$ cat src/rtl/mmul_dot_accumulator_if.sv
// Product-beat and result-slot handshake bundle for the dot-product accumulator.
// master drives beats and out_ready; slave is the accumulator.
interface mmul_dot_accumulator_if #(
    parameter int RES_WIDTH = 10,
    parameter int ACC_WIDTH = 24,
    parameter int CNT_WIDTH = 8
);
    logic                 in_valid;
    logic                 in_ready;
    logic [RES_WIDTH-1:0] in_prod;
    logic                 in_last;
    logic                 acc_clr;
    logic                 out_valid;
    logic                 out_ready;
    logic [ACC_WIDTH-1:0] out_sum;
    logic [CNT_WIDTH-1:0] out_count;
    logic                 out_ovf;

    modport master (
        output in_valid, in_prod, in_last, acc_clr, out_ready,
        input  in_ready, out_valid, out_sum, out_count, out_ovf
    );

    modport slave (
        input  in_valid, in_prod, in_last, acc_clr, out_ready,
        output in_ready, out_valid, out_sum, out_count, out_ovf
    );
endinterface

$ cat src/rtl/mmul_dot_accumulator.sv
// Signed dot-product accumulator behind the multiplier stage.
// One registered result slot lets the next group accumulate while a result waits.
module mmul_dot_accumulator #(
    parameter int RES_WIDTH = 10,
    parameter int ACC_WIDTH = 24,
    parameter int CNT_WIDTH = 8
) (
    input  logic clk,
    input  logic rst,
    mmul_dot_accumulator_if.slave bus
);
    typedef enum logic [0:0] {EMPTY, PARTIAL} state_t;

    state_t               state_q;
    logic [ACC_WIDTH-1:0] acc_q;
    logic [CNT_WIDTH-1:0] cnt_q;
    logic                 ovf_q;
    logic                 out_valid_q;
    logic [ACC_WIDTH-1:0] out_sum_q;
    logic [CNT_WIDTH-1:0] out_count_q;
    logic                 out_ovf_q;

    logic [ACC_WIDTH-1:0] acc_base;
    logic [CNT_WIDTH-1:0] cnt_base;
    logic [ACC_WIDTH-1:0] prod_ext;
    logic [ACC_WIDTH-1:0] acc_d;
    logic [CNT_WIDTH-1:0] cnt_d;
    logic                 ovf_beat;
    logic                 ovf_d;
    logic                 in_ready;
    logic                 beat;
    logic                 xfer;

    // Handshake: the slot frees when empty or draining this cycle.
    assign in_ready = !out_valid_q || bus.out_ready;
    assign beat     = bus.in_valid && in_ready;
    assign xfer     = out_valid_q && bus.out_ready;

    // Next accumulator, saturating count and sticky overflow for this beat.
    always_comb begin
        acc_base = (state_q == EMPTY) ? '0 : acc_q;
        cnt_base = (state_q == EMPTY) ? '0 : cnt_q;
        prod_ext = ACC_WIDTH'($signed(bus.in_prod));
        acc_d    = acc_base + prod_ext;
        ovf_beat = (acc_base[ACC_WIDTH-1] == prod_ext[ACC_WIDTH-1]) &&
                   (acc_d[ACC_WIDTH-1] != acc_base[ACC_WIDTH-1]);
        ovf_d    = ((state_q == EMPTY) ? 1'b0 : ovf_q) || ovf_beat;
        cnt_d    = (&cnt_base) ? cnt_base : cnt_base + CNT_WIDTH'(1);
    end

    // Group FSM plus registered result slot.
    always_ff @(posedge clk) begin
        if (rst) begin
            state_q     <= EMPTY;
            acc_q       <= '0;
            cnt_q       <= '0;
            ovf_q       <= 1'b0;
            out_valid_q <= 1'b0;
            out_sum_q   <= '0;
            out_count_q <= '0;
            out_ovf_q   <= 1'b0;
        end else begin
            if (xfer) begin
                out_valid_q <= 1'b0;
            end
            if (bus.acc_clr) begin
                state_q <= EMPTY;
                acc_q   <= '0;
                cnt_q   <= '0;
                ovf_q   <= 1'b0;
            end else if (beat) begin
                if (bus.in_last) begin
                    out_valid_q <= 1'b1;
                    out_sum_q   <= acc_d;
                    out_count_q <= cnt_d;
                    out_ovf_q   <= ovf_d;
                    state_q     <= EMPTY;
                    acc_q       <= '0;
                    cnt_q       <= '0;
                    ovf_q       <= 1'b0;
                end else begin
                    state_q <= PARTIAL;
                    acc_q   <= acc_d;
                    cnt_q   <= cnt_d;
                    ovf_q   <= ovf_d;
                end
            end
        end
    end

    assign bus.in_ready  = in_ready;
    assign bus.out_valid = out_valid_q;
    assign bus.out_sum   = out_sum_q;
    assign bus.out_count = out_count_q;
    assign bus.out_ovf   = out_ovf_q;
endmodule

$ cat src/flat_wrapper.sv
// flat-port wrapper written by rule: the top's interface ports become plain ports
module mmul_dot_accumulator_flat 
#(
    parameter int RES_WIDTH = 10,
    parameter int ACC_WIDTH = 24,
    parameter int CNT_WIDTH = 8
)
  (clk, rst, bus_in_valid, bus_in_prod, bus_in_last, bus_acc_clr, bus_out_ready, bus_in_ready, bus_out_valid, bus_out_sum, bus_out_count, bus_out_ovf);
  mmul_dot_accumulator_if #(.RES_WIDTH(RES_WIDTH), .ACC_WIDTH(ACC_WIDTH), .CNT_WIDTH(CNT_WIDTH)) bus_i ();
  input  logic clk;
  input  logic rst;
  input wire logic [$bits(bus_i.in_valid)-1:0] bus_in_valid;
  input wire logic [$bits(bus_i.in_prod)-1:0] bus_in_prod;
  input wire logic [$bits(bus_i.in_last)-1:0] bus_in_last;
  input wire logic [$bits(bus_i.acc_clr)-1:0] bus_acc_clr;
  input wire logic [$bits(bus_i.out_ready)-1:0] bus_out_ready;
  output wire logic [$bits(bus_i.in_ready)-1:0] bus_in_ready;
  output wire logic [$bits(bus_i.out_valid)-1:0] bus_out_valid;
  output wire logic [$bits(bus_i.out_sum)-1:0] bus_out_sum;
  output wire logic [$bits(bus_i.out_count)-1:0] bus_out_count;
  output wire logic [$bits(bus_i.out_ovf)-1:0] bus_out_ovf;
  assign bus_i.in_valid = bus_in_valid;
  assign bus_i.in_prod = bus_in_prod;
  assign bus_i.in_last = bus_in_last;
  assign bus_i.acc_clr = bus_acc_clr;
  assign bus_i.out_ready = bus_out_ready;
  assign bus_in_ready = bus_i.in_ready;
  assign bus_out_valid = bus_i.out_valid;
  assign bus_out_sum = bus_i.out_sum;
  assign bus_out_count = bus_i.out_count;
  assign bus_out_ovf = bus_i.out_ovf;
  mmul_dot_accumulator #(.RES_WIDTH(RES_WIDTH), .ACC_WIDTH(ACC_WIDTH), .CNT_WIDTH(CNT_WIDTH)) u_core (.clk(clk), .rst(rst), .bus(bus_i));
endmodule
$ cat config.mk
export PLATFORM = sky130hd
export DESIGN_NAME = mmul_dot_accumulator_flat
export DESIGN_NICKNAME = d
export VERILOG_FILES = /design/src/rtl/mmul_dot_accumulator_if.sv /design/src/rtl/mmul_dot_accumulator.sv /design/src/flat_wrapper.sv
export SDC_FILE = /design/constraint.sdc
export NUM_CORES = 1
export LEC_CHECK = 0
export CORE_ASPECT_RATIO = 1.1
export CORE_MARGIN = 2
export CORE_UTILIZATION = 35
export DETAILED_ROUTE_END_ITERATION = 10
export PLACE_DENSITY = 0.63
export SYNTH_ARGS = -nofsm -noshare
export SYNTH_HDL_FRONTEND = slang
export SYNTH_SLANG_ARGS = --single-unit
export TNS_END_PERCENT = 30
$ cat constraint.sdc
create_clock -name clk -period 4.7 [get_ports clk]
set_clock_uncertainty 0.05 [all_clocks]
set_input_delay 1.41 -clock clk [delete_from_list [all_inputs] [get_ports clk]]
set_output_delay 1.41 -clock clk [all_outputs]
set_load 0.02 [all_outputs]
== Word-level counts from Yosys, hierarchy flattened ==
Index checks and enable logic that the tools add are counted.

* Register bits: 68
* Logic and storage cells: 34
* Bits of input ports: 16

* Reductions and logical operators: 9
* Eq/ne operators: 2
* $add $sub $neg: 2
* Bitwise logic cells: 1
* Mux-type cells: 12

{| class="wikitable"
|+ Operators with widths
! operator !! count
|-
| $mux W24 || 2
|-
| $add A24 B24 Y24 || 1
|-
| $mux W8 || 3
|-
| $add A8 B1 Y8 const B || 1
|-
| $reduce_and A8 Y1 || 1
|-
| $mux W1 || 7
|-
| $logic_and A1 B1 Y1 || 3
|-
| $reduce_and A3 Y1 || 1
|-
| $logic_or A1 B1 Y1 || 2
|-
| $reduce_or A2 Y1 || 1
|-
| $eq A1 B1 Y1 || 1
|-
| $logic_not A1 Y1 || 1
|-
| $ne A1 B1 Y1 || 1
|-
| $not A1 Y1 || 1
|}

== Longest topological paths before layout ==
* Depth in word-level cells: 6
* Gate-level depth with buffers: 14

== Least setup slack after synthesis ==
Ideal clock, no wire load.

* Path kind: input to register
* Start: in bus_in_prod[0]
* End: reg u_core.out_sum_q[10], in the netlist u_core.bus.out_sum[10]
* Path buffers: 0
* Arrival: 3388 ps
* Stages on the path: 10
* Path slack: 1199 ps
* Required time: 4588 ps
* Cell sequence: ha_1 -> inv_1 -> fa_1 -> and2b_1 -> o2111ai_1 -> nand2_1 -> a31oi_1 -> o21a_1 -> or4_1 -> nand3_1

* Word-level cells in the longest chain between the ends: 1

{| class="wikitable"
|+ RTL lines
! item !! line !! source
|-
| from (decl) || flat_wrapper.sv:13 || <nowiki>input wire logic [$bits(bus_i.in_prod)-1:0] bus_in_prod;</nowiki>
|-
| $add A24 B24 Y24 || mmul_dot_accumulator.sv:44 || <nowiki>acc_d = acc_base + prod_ext;</nowiki>
|-
| to (signal assigned) || mmul_dot_accumulator.sv:59 || <nowiki>out_sum_q <= '0;</nowiki>
|-
| to (signal assigned) || mmul_dot_accumulator.sv:74 || <nowiki>out_sum_q <= acc_d;</nowiki>
|-
| to (decl) || mmul_dot_accumulator.sv:19 || <nowiki>logic [ACC_WIDTH-1:0] out_sum_q;</nowiki>
|}

Every way passes these cells.
A chain may end at the register's enable or synchronous reset.

== Worst setup path after layout ==
* Start: in bus_out_ready
* End: out bus_in_ready

* Word-level cells in the longest chain between the ends: 1

{| class="wikitable"
|+ RTL lines
! item !! line !! source
|-
| from (decl) || flat_wrapper.sv:16 || <nowiki>input wire logic [$bits(bus_i.out_ready)-1:0] bus_out_ready;</nowiki>
|-
| $logic_or A1 B1 Y1 || mmul_dot_accumulator.sv:35 || <nowiki>assign in_ready = !out_valid_q || bus.out_ready;</nowiki>
|-
| to (decl) || flat_wrapper.sv:17 || <nowiki>output wire logic [$bits(bus_i.in_ready)-1:0] bus_in_ready;</nowiki>
|}

Every way passes these cells.

==> results.cfg <==
[placement]
io_buffers = 50
hpwlAfterDp_mm = 7.53
routabilityCongestion = 0.846

[worst_setup_path]
cp-start-kind = input port
end_kind = output port
worstPathMaxFanout = 4
required_ps = 3240
path_class = in -> out
cp.arrival_ps = 2630

[logic_synthesis]
syn-instance-count = 511
yosysTopAreaCellShare_pct = 33.3
syn_area_per_cell_um2 = 8.00
synth_area_leaders = dfxtp_1 (33%), ha_1 (7.3%), nand2_1 (6.8%)
synth-seq-area-share_pct = 33.3
async_reset_ff_share_pct = 0
synth_nets = 552
synth_edf_count = 0
ys_ff_latch = 68
yosysTopAreaCell = dfxtp_1
synth_area_um2 = 4090
synth-main-ff-cell = dfxtp_1
synth_warnings = 0
yosysUniqueCellTypes = 60

[die]
num_rows = 41
io_pins = 51
fp.dieArea_um2 = 12600
die_h_um = 117
start_util_pct = 35.7
die_w_um = 107
fp.coreArea_um2 = 11400

[detailed_routing]
wl_per_cell_um = 15.2
top_layer = met4
wirelength_mm = 10.7
wl_met2_mm = 5.23
wl_met1_mm = 4.91
route.met3.wl_um = 363
vias_per_cell = 5.32
drtAntennaViolNets = 0
drt-pass1-iter-count = 4
drcViolationCount = 0
num_vias = 3757
drt-initial-drc-count = 124

[global_routing]
grt_pass1_wl_mm = 18.3
antenna_found_initial = 0
grt.total_usage_pct = 18.0
grt_overflow = 0
grt_pass1_vias = 3779
grt_max_degree = 42

[layout]
drive_gt1_share_pct = 7.19
n_antenna_cell = 0
area_delta_synth_final_pct = 22.6
num-nets-final = 592

[power_and_ir_drop]
ir_drop_mv = 0.140
leakagePower_nw = 1.93
power_density_nw_per_um2 = 281

[timing]
finalCritPeriodShare_pct = 87.0
fin_hold_ws_ps = 395
drv_slew = 0
worst_slew_pin_slew_ps = 972
rsz0062_at_grt = no
min_period_ps = 4090
tns_ps = 0
setup_violations = 0
fmax_mhz = 244
report.final.hold_viol_count = 0
max_slew_margin_pct = 34.9

[min_path]
hold_path_class = reg -> reg

[clocking]
clkLatencyLatePin_ps = 340
clk_pin_slew_ps = 60
clock_path_buffers = 2
cts.sinks = 68
cts_tree = yes
post_cts_resized = 0
cts_setup_buffers = 0
htreeDepth = 3
holdBufCountCts = 0
cts_root_buf = clkbuf_16
numCtsBuffers = 9

[flow_run]
maxCapViolations = 0

[run_status]
status = finished clean
## cell usage after synthesis (all sizes together) (3+ instances only)
cell type	instances
and3	5
nand2	74
a211oi	6
xor2	13
ha	24
clkbuf	25
a21o	8
mux2i	3
nand2b	6
a21oi	52
nand3	16
nor3	15
a22oi	10
nor2	42
o21ai	28
nand4	7
a41oi	4
and2	29
xnor2	14
buf	5
o211ai	7
inv	9
dfxtp	68
## metal layers
layer | track usage (%) | up-vias
met5 | 0 | -
met4 | 7.87 | 0
met2 | 30.0 | 77
met3 | 4.00 | 21
met1 | 21.8 | 1762
li1 | - | 1897
## worst max-delay path, stage by stage
cell             delay, ps
clkdlybuf4s50_1        440
nand2b_1               160
clkdlybuf4s50_1        620
## sequential cells by signal, summed over array words and instances, names as in the netlist
name and flops:
u_core.acc_q 24, u_core.bus.out_sum 24, u_core.bus.out_count 8, u_core.cnt_q 8
u_core.bus.out_ovf 1, u_core.bus.out_valid 1, u_core.ovf_q 1, u_core.state_q 1
## per-stage QoR
stage | std cells | total power (W) | setup slack, ps | utilization (%) | cell area (um2)
2_1_floorplan | 511 | 0.000712 | 1200 | - | 4090
3_3_place_gp | 690 | 0.000778 | 470 | 41.3 | 4730
3_5_place_dp | 690 | 0.000780 | 408 | 41.3 | 4730
4_1_cts | 706 | 0.00143 | 601 | 43.8 | 5010
5_1_grt | 706 | 0.00147 | 523 | 43.8 | 5010
6_report | 706 | 0.00141 | 609 | 43.8 | 5010
## kinds of logic after synthesis
family                   count (synthesis)  synth area share (%)
AO/OA/AOI/OAI                          143                  24.2
adder cells (fa/ha/maj)                 25                  7.84
buffers and inverters                   39                  3.80
XOR/XNOR                                27                  5.79
AND/OR/NAND/NOR                        206                  24.4
flip-flops                              68                  33.3
multiplexers                             3                 0.735
## path summary, 6_finish.rpt
check | start | to | slack [ps] | cells past startpoint
max | bus_out_ready | bus_in_ready | 610 | 3
max reg2reg | u_core.state_q | u_core.acc_q[22] | 1500 | 12
min reg2reg | u_core.acc_q[9] | u_core.acc_q[9] | 390 | 2
min | u_core.acc_q[9] | u_core.acc_q[9] | 390 | 2
## area by class of cell
type	instances	area, um2
fill	1136	6430
sequential	68	1360
clock buffer	9	225
timing repair buffer	59	568
tap	150	188
multi-input combinational	404	2580
inverter	9	33.8
clock inverter	7	58.8
## power breakdown
part | switching (W) | total (W) | leakage, nW | internal (W)
logic | 0.000102 | 0.000167 | 1.25 | 0.0000656
registers | 0.00000826 | 0.000600 | 0.552 | 0.000592
clock network | 0.000279 | 0.000642 | 0.133 | 0.000363
## placed cells by master (no fill, tap or decap), types with 14 or more instances in the layout
master and n:
ha_1 24, dfxtp_1 68, a21oi_1 51, and2_1 29
nor2_1 42, nor3_1 15, xnor2_1 14, clkdlybuf4s50_1 50
nand3_1 16, o21ai_0 26, nand2_1 74
Power figures use the tool's default switching activity.
